## config.mk

```make
export PLATFORM = sky130hd
export DESIGN_NAME = freq_gen
export DESIGN_NICKNAME = d
export VERILOG_FILES = /design/src/rtl/freq_gen.sv
export SDC_FILE = /design/constraint.sdc
export NUM_CORES = 1
export LEC_CHECK = 0
export CAP_MARGIN = 20
export CORE_ASPECT_RATIO = 1.25
export CORE_MARGIN = 3
export CORE_UTILIZATION = 45
export DETAILED_ROUTE_END_ITERATION = 8
export SETUP_SLACK_MARGIN = 0.05
export SLEW_MARGIN = 20
export SYNTH_ARGS = -nofsm -noshare
export SYNTH_HDL_FRONTEND = slang
export SYNTH_SLANG_ARGS = --single-unit
```

## constraint.sdc

```tcl
create_clock -name clk -period 6.1 [get_ports clk]
set_input_delay 0.61 -clock clk [delete_from_list [all_inputs] [get_ports clk]]
set_output_delay 0.61 -clock clk [all_outputs]
set_load 0.005 [all_outputs]
```

## src/rtl/freq_gen.sv

```systemverilog
// freq_gen: programmable square-wave generator driven by a
// fractional phase accumulator (average freq = freq_reg MHz).
// Ports:
//   clk, rst_n            system clock, async active-low reset
//   freq_in/freq_valid    requested MHz, valid/ready handshake
//   freq_ready            low while a retune value is pending
//   start, stop           1-cycle control pulses (stop wins)
//   signal                registered square wave output
//   busy                  generator not idle
//   err                   1-cycle pulse on rejected value/start
//   cycle_cnt             falling-edge count, present only with
//                         FREQ_GEN_CYCLE_CNT_EN defined
module freq_gen #(
  parameter int CLK_FREQ = 100,
  parameter int MAX_FREQ = 50,
  parameter int FW       = 6
) (
  input  logic          clk,
  input  logic          rst_n,
  input  logic [FW-1:0] freq_in,
  input  logic          freq_valid,
  output logic          freq_ready,
  input  logic          start,
  input  logic          stop,
  output logic          signal,
  output logic          busy,
  output logic          err
`ifdef FREQ_GEN_CYCLE_CNT_EN
  ,
  output logic [15:0]   cycle_cnt
`endif
);

  localparam int AW = $clog2(2 * CLK_FREQ);

  if (2 * MAX_FREQ > CLK_FREQ) begin : g_bad_cfg
    $error("freq_gen: 2*MAX_FREQ exceeds CLK_FREQ");
  end

  typedef enum logic [1:0] {
    S_IDLE,
    S_RUN,
    S_STOP
  } state_t;

  state_t        r_state;
  logic [FW-1:0] r_freq;
  logic [FW-1:0] r_pend;
  logic          r_pend_vld;
  logic [AW-1:0] r_acc;
  logic          r_signal;
  logic          r_err;
`ifdef FREQ_GEN_CYCLE_CNT_EN
  logic [15:0]   r_cnt;
`endif

  logic          w_xfer;
  logic          w_legal;
  logic [AW-1:0] w_sum;
  logic          w_tog;
  logic          w_fall;
  logic          w_start;

  assign w_xfer  = freq_valid & ~r_pend_vld;
  assign w_legal = (freq_in != '0) &&
                   (freq_in <= FW'(MAX_FREQ));
  // Phase step is 2*f so one full cycle of the wave
  // spans two CLK_FREQ wraps (one per edge).
  assign w_sum   = r_acc + (AW'(r_freq) << 1);
  assign w_tog   = (w_sum >= AW'(CLK_FREQ));
  assign w_fall  = w_tog & r_signal;
  assign w_start = start & ~stop;

  always_ff @(posedge clk or negedge rst_n) begin
    if (!rst_n) begin
      r_state    <= S_IDLE;
      r_freq     <= '0;
      r_pend     <= '0;
      r_pend_vld <= 1'b0;
      r_acc      <= '0;
      r_signal   <= 1'b0;
      r_err      <= 1'b0;
`ifdef FREQ_GEN_CYCLE_CNT_EN
      r_cnt      <= '0;
`endif
    end else begin
      r_err <= w_xfer & ~w_legal;
      unique case (r_state)
        S_IDLE: begin
          if (w_start) begin
            if (r_freq != '0) begin
              r_state <= S_RUN;
`ifdef FREQ_GEN_CYCLE_CNT_EN
              r_cnt   <= '0;
`endif
            end else begin
              r_err <= 1'b1;
            end
          end
          // A value left pending by a short stop lands here.
          if (r_pend_vld) begin
            r_freq     <= r_pend;
            r_pend_vld <= 1'b0;
          end else if (w_xfer && w_legal) begin
            r_freq <= freq_in;
          end
        end
        S_RUN, S_STOP: begin
          if (r_state == S_STOP && !r_signal) begin
            r_state <= S_IDLE;
            r_acc   <= '0;
          end else begin
            r_acc <= w_tog ? w_sum - AW'(CLK_FREQ)
                           : w_sum;
            if (w_tog) begin
              r_signal <= ~r_signal;
            end
            if (w_fall) begin
`ifdef FREQ_GEN_CYCLE_CNT_EN
              r_cnt <= r_cnt + 16'd1;
`endif
              // Retune only at a falling edge so the
              // low phase restarts cleanly from zero.
              if (r_pend_vld) begin
                r_freq     <= r_pend;
                r_pend_vld <= 1'b0;
                r_acc      <= '0;
              end
            end
            if (r_state == S_RUN && stop) begin
              r_state <= S_STOP;
            end else if (r_state == S_STOP && w_fall) begin
              r_state <= S_IDLE;
              r_acc   <= '0;
            end
          end
          if (w_xfer && w_legal) begin
            r_pend     <= freq_in;
            r_pend_vld <= 1'b1;
          end
        end
        default: begin
          r_state <= S_IDLE;
        end
      endcase
    end
  end

  assign freq_ready = ~r_pend_vld;
  assign signal     = r_signal;
  assign busy       = (r_state != S_IDLE);
  assign err        = r_err;
`ifdef FREQ_GEN_CYCLE_CNT_EN
  assign cycle_cnt  = r_cnt;
`endif

endmodule

```

==> results.ini <==
[grt]
grt_pass1_vias=1329
overflow=0
grt_pass1_wl_mm=5.95
grt_max_degree=26
antenna_found_initial=0
grt_use_total_pct=17.4

[sta]
skew_ps=1.78
post-route-min-period_ps=3110
max_freq_ghz=0.322
final-hold-violation-count=0
relSlewSlack_pct=59.7
slew_violations=0
setup_viol=0
rsz0062_at_grt=no
tns_ps=0
fin_crit_sh_pct=51.0
worst_slew_pin_slew_ps=602
hold_ws_ps=326

[yosys]
ys_ff_latch=25
ys_warn_count=0
synth_top_cell_by_area=dfrtp_1
ys.flop_type=dfrtp_1
seq_area_frac_synth_pct=36.8
yosys.area_share.simple_pct=12.0
ys_top_cells_by_area=dfrtp_1 37%, mux2_2 11%, ha_1 8.8%
synth_top_family_by_area=compound AO/OA/AOI/OAI gates
synth_edf_count=0
synth_fa_ha_area_share_pct=10.0
synth_area_sq_um=1700
syn_inst=164
synth-xor-area-share_pct=2.06
synth_compound_area_share_pct=19.6
synthDistinctLibCells=50
synth_nets=188
synthArstFlopShare_pct=100
avgSynthCellArea_sq_um=10.4
yosysTopAreaCellShare_pct=36.8
muxShareOfSynthArea_pct=14.8

[setup_path]
path_max_fanout=11
r2r_cells=9
cp_slowest_cell=o32ai_2
startpoint=r_freq[0]$_DFFE_PN0P_
max_stage_delay_ps=410
regToRegSetupSlack_ps=2990
cp-endpoint=r_freq[3]$_DFFE_PN0P_
r2r_end=r_freq[3]$_DFFE_PN0P_
crit_type=reg -> reg
arrival_ps=3260
path_buf_inv=1
regToRegStartpoint=r_freq[0]$_DFFE_PN0P_
crit_chain=ha_1, inv_1, fa_1, nand2b_1, a21oi_1, xor2_1, a31oi_2, o32ai_2, mux2_2
start_kind=flip-flop
worstPathRequired_ps=6250
cp_top_family=compound AO/OA/AOI/OAI gates
worstSetupEndpointType=flip-flop
cp.depth=9

[finish]
drive_gt1_share_pct=16.9
mostFrequentLayoutCell=dfrtp_1
fin_nets=203
area_delta_synth_final_pct=12.2
diodes=0
num-fill-cells=344
layout_common_cells=25 x dfrtp_1, 17 x mux2_2, 16 x inv_1

[clocking]
clock_latency_ps=260
cts_resized=0
path_clk_slew_ps=80
clockBufferDepth=2
cts_root_buf=clkbuf_8
clock_sinks=25
tritoncts=built
postCtsHoldBufs=0
cts_made_buffers=3
cts_setup_buffers=0
h-tree-depth=1

[floorplanning]
row_count=24
die_y_um=74.8
die_x_um=61
core_area_sq_um=3570
start_util_pct=47.6
dieArea_sq_um=4560
ioPinCount=15

[detailed_routing]
detail-route-antenna-nets=0
drt-initial-drc-count=62
drc_errors=0
wl_per_cell_um=15.9
viasPerCell=5.94
via_count=1289
routed_wl_mm=3.44
first_pass_iters=4

[placement]
place.gp.congestion=0.845
portBuffers=14
hpwl_mm=2.80

[outcome]
status=finished clean

[run]
cap_violations=0

[min_path]
min_path_type=in -> async

-- layer usage --
layer,up-vias,share of wire (%),track usage (%)
met1,622,42,20.8
met4,0,4.3,9.88
met5,-,0,0
met2,24,51,30.1
li1,633,-,-
met3,10,2.1,1.54
-- cell families (layout without fill, tap and decap cells) --
logic type	count (synthesis)	in the layout
flip-flops	25	25
buffers and inverters	20	34
adder cells (fa/ha/maj)	13	13
multiplexers	23	23
XOR/XNOR	4	4
AO/OA/AOI/OAI	41	41
AND/OR/NAND/NOR	38	38
-- flip-flops by register name (all words and copies together), names as in the netlist --
name,flops
signal,1
r_acc,8
r_pend,6
r_freq,6
err,1
r_state,2
r_pend_vld,1
-- worst register-to-register path, cell delays in order, from the launching register on --
cell,delay [ps]
dfrtp_1,380
ha_1,200
inv_1,60
fa_1,400
nand2b_1,210
a21oi_1,220
xor2_1,380
a31oi_2,340
o32ai_2,410
mux2_2,400
-- per-stage QoR --
step / instance area (sq um) / instances / utilization [%] / setup WS (ps)
2_1_floorplan: 1700 / 164 / - / 3450
3_3_place_gp: 1870 / 213 / 52.3 / 3100
3_5_place_dp: 1870 / 213 / 52.3 / 2990
4_1_cts: 1910 / 217 / 53.6 / 2970
5_1_grt: 1910 / 217 / 53.4 / 2750
6_report: 1910 / 217 / 53.4 / 2990
-- cells in the mapped netlist, drive strengths merged (2+ instances only) --
cell type  instances
a211oi             3
a21oi              4
a22o               2
a31oi              2
clkbuf             3
dfrtp             25
ha                12
inv               16
mux2              17
mux2i              6
nand2              7
nand2b             4
nor2              12
nor3               2
nor3b              2
o211ai             2
o21ai              8
o21ba              2
o2bb2ai            2
o32ai              2
or4                2
or4b               2
xnor2              2
xor2               2
-- how the worst min path moves through the flow --
| stage | start | to | slack [ps] | depth (start not counted) |
|---|---|---|---|---|
| floorplan | rst_n | err$_DFF_PN0_ | 310 | 0 |
| global placement | r_pend[0]$_DFFE_PN0P_ | r_pend[0]$_DFFE_PN0P_ | 490 | 1 |
| detailed placement | r_pend[4]$_DFFE_PN0P_ | r_pend[4]$_DFFE_PN0P_ | 490 | 1 |
| CTS | r_acc[5]$_DFFE_PN0N_ | r_acc[5]$_DFFE_PN0N_ | 510 | 1 |
| global route | rst_n | signal$_DFFE_PN0P_ | 350 | 1 |
| finish | rst_n | r_pend[3]$_DFFE_PN0P_ | 330 | 1 |
-- final cells by class --
class                   instances  area (sq um)  area share [%]
flip-flops and latches         25           626            32.8
well taps                      39          48.8            2.56
repair buffers                 14           135            7.08
clock buffers                   3          41.3            2.16
multi-input cells             119           993            52.0
inverters                      16          60.1            3.15
clock inverters                 1          5.00           0.262
Power is left out: the tool's default activity adds up to more than one toggle a clock period on the data nets, which glitch-free logic cannot reach.
